`src/rtl/mem_bus_pkg.sv`:
```
// Shared types and helpers for the memory-bus fabric: FSM encoding, error
// cause codes and a slot extractor for the packed per-slave vectors.
package mem_bus_pkg;

  localparam int MAX_SLAVES = 16;
  localparam int SLOT_VEC_W = MAX_SLAVES * 32;

  typedef enum logic [1:0] {
    ST_IDLE   = 2'd0,
    ST_ACTIVE = 2'd1,
    ST_RESP   = 2'd2,
    ST_ERR    = 2'd3
  } state_t;

  typedef enum logic [1:0] {
    CAUSE_NONE    = 2'b00,
    CAUSE_DECODE  = 2'b01,
    CAUSE_TIMEOUT = 2'b10
  } cause_t;

  // Callers zero-extend their packed vector to the maximum slot count.
  function automatic logic [31:0] slot32(input logic [SLOT_VEC_W-1:0] vec,
                                         input int idx);
    return vec[idx*32 +: 32];
  endfunction

endpackage

```
`src/rtl/mem_bus_decode.sv`:
```
// Address decoder: base/mask window match per slave, one-hot hit with
// priority to the lowest index, plus a miss flag when nothing matches.
module mem_bus_decode
  import mem_bus_pkg::*;
#(
  parameter int                        NUM_SLAVES = 4,
  parameter logic [NUM_SLAVES*32-1:0]  SLV_BASE   = {32'h0040_0000, 32'h0020_0000,
                                                     32'h0010_0000, 32'h0000_0000},
  parameter logic [NUM_SLAVES*32-1:0]  SLV_MASK   = {4{32'hFFF0_0000}}
) (
  input  logic [31:0]           addr,
  output logic [NUM_SLAVES-1:0] hit,
  output logic                  miss
);

  localparam logic [SLOT_VEC_W-1:0] BASE_EXT = SLOT_VEC_W'(SLV_BASE);
  localparam logic [SLOT_VEC_W-1:0] MASK_EXT = SLOT_VEC_W'(SLV_MASK);

  logic found;

  always_comb begin
    hit   = '0;
    found = 1'b0;
    for (int i = 0; i < NUM_SLAVES; i++) begin
      if (!found && ((addr & slot32(MASK_EXT, i)) == slot32(BASE_EXT, i))) begin
        hit[i] = 1'b1;
        found  = 1'b1;
      end
    end
    miss = !found;
  end

endmodule

```
`src/rtl/mem_bus_fabric.sv`:
```
// PicoRV32 native-port fabric: registered decode, single outstanding access,
// watchdog timeout, error-word completion and a sticky first-error report.
module mem_bus_fabric
  import mem_bus_pkg::*;
#(
  parameter int                        NUM_SLAVES     = 4,
  parameter logic [NUM_SLAVES*32-1:0]  SLV_BASE       = {32'h0040_0000, 32'h0020_0000,
                                                         32'h0010_0000, 32'h0000_0000},
  parameter logic [NUM_SLAVES*32-1:0]  SLV_MASK       = {4{32'hFFF0_0000}},
  parameter int                        TIMEOUT_CYCLES = 255,
  parameter logic [31:0]               ERR_RDATA      = 32'hDEAD_BEEF
) (
  input  logic                     clk,
  input  logic                     rst_n,
  input  logic                     m_valid,
  input  logic                     m_instr,
  input  logic [31:0]              m_addr,
  input  logic [31:0]              m_wdata,
  input  logic [3:0]               m_wstrb,
  output logic                     m_ready,
  output logic [31:0]              m_rdata,
  output logic [NUM_SLAVES-1:0]    s_valid,
  output logic                     s_instr,
  output logic [31:0]              s_addr,
  output logic [31:0]              s_wdata,
  output logic [3:0]               s_wstrb,
  input  logic [NUM_SLAVES-1:0]    s_ready,
  input  logic [NUM_SLAVES*32-1:0] s_rdata,
  output logic                     err_irq,
  output logic [1:0]               err_cause,
  output logic [31:0]              err_addr,
  input  logic                     err_clr
);

  localparam logic [15:0] TO_LAST = 16'(TIMEOUT_CYCLES - 1);

  state_t                  state, nxt;
  logic [NUM_SLAVES-1:0]   sel;
  logic                    miss_q;
  logic [15:0]             cnt;
  logic [NUM_SLAVES-1:0]   dec_hit;
  logic                    dec_miss;
  logic [SLOT_VEC_W-1:0]   rdata_ext;
  logic [31:0]             rd_sel;
  logic                    rdy_sel;
  logic                    capture;
  logic                    err_evt;
  logic [1:0]              err_cause_nxt;

  mem_bus_decode #(
    .NUM_SLAVES (NUM_SLAVES),
    .SLV_BASE   (SLV_BASE),
    .SLV_MASK   (SLV_MASK)
  ) u_decode (
    .addr (m_addr),
    .hit  (dec_hit),
    .miss (dec_miss)
  );

  assign rdata_ext = SLOT_VEC_W'(s_rdata);
  assign rdy_sel   = |(s_ready & sel);

  always_comb begin
    rd_sel = '0;
    for (int i = 0; i < NUM_SLAVES; i++) begin
      if (sel[i]) rd_sel = slot32(rdata_ext, i);
    end
  end

  always_ff @(posedge clk or negedge rst_n) begin
    if (!rst_n) state <= ST_IDLE;
    else        state <= nxt;
  end

  // A decode miss still spends one ACTIVE cycle (with no s_valid) so that
  // hits and misses share the same registered-decode completion timing.
  always_comb begin
    nxt           = state;
    s_valid       = '0;
    m_ready       = 1'b0;
    capture       = 1'b0;
    err_evt       = 1'b0;
    err_cause_nxt = CAUSE_NONE;
    case (state)
      ST_IDLE: begin
        if (m_valid) nxt = ST_ACTIVE;
      end
      ST_ACTIVE: begin
        if (miss_q) begin
          nxt           = ST_ERR;
          err_evt       = 1'b1;
          err_cause_nxt = CAUSE_DECODE;
        end else begin
          s_valid = sel;
          if (rdy_sel) begin
            nxt     = ST_RESP;
            capture = 1'b1;
          end else if (cnt == TO_LAST) begin
            nxt           = ST_ERR;
            err_evt       = 1'b1;
            err_cause_nxt = CAUSE_TIMEOUT;
          end
        end
      end
      ST_RESP: begin
        m_ready = 1'b1;
        nxt     = ST_IDLE;
      end
      ST_ERR: begin
        m_ready = 1'b1;
        nxt     = ST_IDLE;
      end
      default: nxt = ST_IDLE;
    endcase
  end

  always_ff @(posedge clk or negedge rst_n) begin
    if (!rst_n) begin
      s_instr   <= 1'b0;
      s_addr    <= '0;
      s_wdata   <= '0;
      s_wstrb   <= '0;
      sel       <= '0;
      miss_q    <= 1'b0;
      cnt       <= '0;
      m_rdata   <= '0;
      err_irq   <= 1'b0;
      err_cause <= CAUSE_NONE;
      err_addr  <= '0;
    end else begin
      if (state == ST_IDLE && m_valid) begin
        s_instr <= m_instr;
        s_addr  <= m_addr;
        s_wdata <= m_wdata;
        s_wstrb <= m_wstrb;
        sel     <= dec_hit;
        miss_q  <= dec_miss;
      end

      if (state == ST_ACTIVE) cnt <= cnt + 16'd1;
      else                    cnt <= '0;

      if (capture)      m_rdata <= rd_sel;
      else if (err_evt) m_rdata <= ERR_RDATA;

      // First error wins; a clear coinciding with a new error keeps the new one.
      if (err_evt && (!err_irq || err_clr)) begin
        err_irq   <= 1'b1;
        err_cause <= err_cause_nxt;
        err_addr  <= s_addr;
      end else if (err_clr) begin
        err_irq   <= 1'b0;
        err_cause <= CAUSE_NONE;
        err_addr  <= '0;
      end
    end
  end

endmodule

```
`config.mk`:
```
export PLATFORM = sky130hd
export DESIGN_NAME = mem_bus_fabric
export DESIGN_NICKNAME = d
export VERILOG_FILES = /design/src/rtl/mem_bus_pkg.sv /design/src/rtl/mem_bus_decode.sv /design/src/rtl/mem_bus_fabric.sv
export SDC_FILE = /design/constraint.sdc
export NUM_CORES = 1
export LEC_CHECK = 0
export ABC_AREA = 1
export ABC_CLOCK_PERIOD_IN_PS = 2700
export CAP_MARGIN = 20
export CELL_PAD_IN_SITES_DETAIL_PLACEMENT = 0
export CELL_PAD_IN_SITES_GLOBAL_PLACEMENT = 1
export CORE_MARGIN = 3
export CORE_UTILIZATION = 32
export DETAILED_ROUTE_END_ITERATION = 12
export HOLD_SLACK_MARGIN = 0.15
export PLACE_DENSITY_LB_ADDON = 0.1
export SETUP_SLACK_MARGIN = 0.05
export SLEW_MARGIN = 20
export SYNTH_ARGS = -nofsm -noshare
export SYNTH_HDL_FRONTEND = slang
export SYNTH_SLANG_ARGS = --single-unit
export TNS_END_PERCENT = 50
```
`constraint.sdc`:
```
create_clock -name clk -period 2.7 [get_ports clk]
set_clock_uncertainty 0.05 [all_clocks]
set_input_delay 0.54 -clock clk [delete_from_list [all_inputs] [get_ports clk]]
set_output_delay 0.54 -clock clk [all_outputs]
set_load 0.02 [all_outputs]
```
==> metrics <==
residual DRC count=0; clk sink count=159; Crit path top cell by count=inv_1; Reg-to-Reg End=m_rdata[29]$_DFFE_PN0P_; Starting Density=0.3272; final setup violation count=0; critical path startpoint category=flop; Worst Path Arrival=1860 ps; Clk pin slew, worst setup/hold paths=60 ps; Slew @ Worst Pin=622.0 ps; ratio of cells with drive above 1 in the final layout=0.08210; Final Util=0.5139; CTS Buffer Depth=2; Antenna Cells=0; Rel. slew slack=0.5853; setup slack, reg-to-reg=870 ps; commonest non-fill, non-tap cell in the layout=nand2_1; postcts setup bufs=0; Die Ht=161.4 um; Reg-to-Reg Start=sel[1]$_DFFE_PN0P_; vias in the first global route=7,208; total die area=26,050 um^2; Critical Path Max Stage Delay=380 ps; Slew Viols, Final=0; RSZ-0062 raised after global routing=false; Power Density=1042 nW/um^2; FF/Latch Area=3979 um^2; vias per inst=4.661; Max-Cap Viols=0; Most used DFF post-synth=dfrtp_1; Async S/R FF share, synth=1.000; Fillers=2,300; synth warn=0; mux cell area share after synthesis=0; worst vdd ir=514.4 uV; Die Wd=161.4 um; Detailed Place HPWL=19.15 mm; first-pass GRT wire length=41.37 mm; Leak=5.577 nW; Achievable Freq=408.2 MHz; Fin Setup TNS=0 ps; final worst-path cycle share=0.9074; CP Capture Type=output pin; Tmin final=2450 ps; fin nets=1,473; DR pass1 iterations=5; Final Wtd Congestion=0.7689; worst-skew pair later-pin latency=430 ps; IO Pins=346; Num CTS Buffers=17; Area Growth Syn to Fin=57.07%; Critical Path RT=2110 ps; Pwr Total=12.65 mW; clk root buf=clkbuf_16; Synth Area in XOR/XNOR=0.002267; largest net degree at the start of global routing=64; Site Rows=56; footprint of the multi-input gates=3278 um^2; Setup WS pre-CTS=340.4 ps; CP Buf/Inv Count=3; Worst Hold Path Cells=2; Slowest-stage cell, CP=dfrtp_1; Via Count=7,448; highest-count cells in the layout ignoring fill and taps=407 x nand2_1, 340 x clkdlybuf4s50_1, 159 x dfrtp_1, 41 x a21oi_1; Final WS setup=250.1 ps; library cells used by synthesis=34; CTS tree=done; post-route ant nets=0; hold endpoint=s_wdata[26]$_DFFE_PN0P_; Synth Area per Inst=8.228 um^2; Synth Area in Simple Gates=0.3292; Worst Hold Launch=s_wdata[26]$_DFFE_PN0P_; Syn Inst Count=939; GRT Total Usage=0.2021; H-tree level count=4; Port Buffers=345; critical path depth=6; register area share after synthesis=0.5150; WL/cell=16.75 um; Post-synth EDFFs=0; cell chain of the critical path=inv_1, nand2_2, nor2_1, inv_1, nor2_2, dlygate4sd2_1; synthesis-stage register bit count=159; Iteration-0 DRC Markers=575; crit path kind=reg -> out; area share of fa/ha/maj cells after synthesis=0.003239; status=complete, no violations; Register-to-Register Path Depth=7; total grt overflow=0; Worst path top cell family by delay=buffers and inverters; largest family of logic cells by synthesized area=simple AND/OR/NAND/NOR gates; core area=23,610 um^2; final WL=26.77 mm; Hold Path Class=reg -> reg; Max FO, Critical Path=10; antenna violations before repair=0; Mapped Nets=1,146; final hold violation count=0; Compound-Gate Fraction of Synth Area=0.08891; cell area after synthesis=7726 um^2
==> cell usage after synthesis, types with 3 or more instances <==
master | count | area share
a21oi_1 | 41 | 0.027
a22oi_1 | 9 | 0.0087
buf_2 | 23 | 0.015
buf_4 | 6 | 0.0058
buf_6 | 6 | 0.0087
clkbuf_1 | 26 | 0.013
dfrtp_1 | 159 | 0.51
inv_1 | 34 | 0.017
nand2_1 | 407 | 0.20
nand2_2 | 4 | 0.0032
nand2_4 | 3 | 0.0044
nand3_1 | 38 | 0.025
nand3_2 | 29 | 0.038
nand4_1 | 38 | 0.031
nor2_1 | 31 | 0.015
nor2_4 | 3 | 0.0044
nor3_1 | 3 | 0.0019
o211ai_1 | 33 | 0.032
o21ai_0 | 27 | 0.017
==> routing by layer <==
metal | share of wire | track usage | vias to the layer above | routed length, um
met2 | 0.45 | 0.3099 | 259 | 12120
met4 | 0.015 | 0.05436 | 0 | 391
li1 | - | - | 3733 | -
met5 | 0 | 0 | - | 0
met1 | 0.45 | 0.2756 | 3436 | 12070
met3 | 0.082 | 0.06643 | 20 | 2183
==> tightest hold or removal path, cell delays in order (launching register included) <==
cell and delay [ps]:
dfrtp_1 340, nand2_1 50, nand2_1 40
==> registers in the layout (all words and copies together), names as in the netlist <==
signal	count
err_irq	1
m_rdata	32
state	2
miss_q	1
cnt	16
s_instr	1
s_addr	32
s_wdata	32
err_addr	32
err_cause	2
sel	4
s_wstrb	4
==> where the power goes <==
group | total, mW | leakage (nW) | internal, mW | switching [mW]
Combinational | 6.14 | 3.26 | 2.65 | 3.49
Clock | 2.50 | 0.299 | 1.40 | 1.09
Sequential | 4.01 | 2.02 | 3.35 | 0.652
Total | 12.6 | 5.58 | 7.41 | 5.24
==> what timing repair did <==
action,4_1_cts,5_1_grt
gates resized for setup,4,1
setup endpoints to repair,3,1
cloned,0,0
hold buffers,1,0
hold endpoints to repair,55,0
==> per-stage QoR <==
stage          cell area [um^2]  hold WS [ps]  cells
4_1_cts                   12130         424.9   1598
3_3_place_gp              11520         402.1   1565
6_report                  12140         419.6   1598
3_5_place_dp              11520         407.0   1565
5_1_grt                   12140         448.6   1598
2_1_floorplan              7726         194.4    939
==> kinds of logic after synthesis <==
| group | Yosys count |
|---|---|
| xor gates and xnor gates | 2 |
| buffers and inverters | 100 |
| and+or+nand+nor | 561 |
| DFF | 159 |
| AOI/OAI and AO/OA | 115 |
| adders and majority gates | 2 |
==> how the worst max path moves through the flow <==
stage | from | end
2_1_floorplan | sel[2]$_DFFE_PN0P_ | s_valid[2]
3_3_place_gp | state[1]$_DFFE_PN0P_ | s_valid[2]
3_5_place_dp | state[1]$_DFFE_PN0P_ | s_valid[2]
4_1_cts | miss_q$_DFFE_PN0P_ | s_valid[1]
5_1_grt | state[1]$_DFFE_PN0P_ | s_valid[2]
6_report | state[1]$_DFFE_PN0P_ | s_valid[2]
==> layout make-up <==
type	count	area share
Inverter	38	0.01196
Timing Repair Buffer	370	0.3075
Tap cell	319	0.03289
Clock buffer	18	0.03536
Multi-Input combinational cell	680	0.2701
Clock inverter	14	0.01433
Sequential cell	159	0.3279
(Power assumes the default switching activity.)
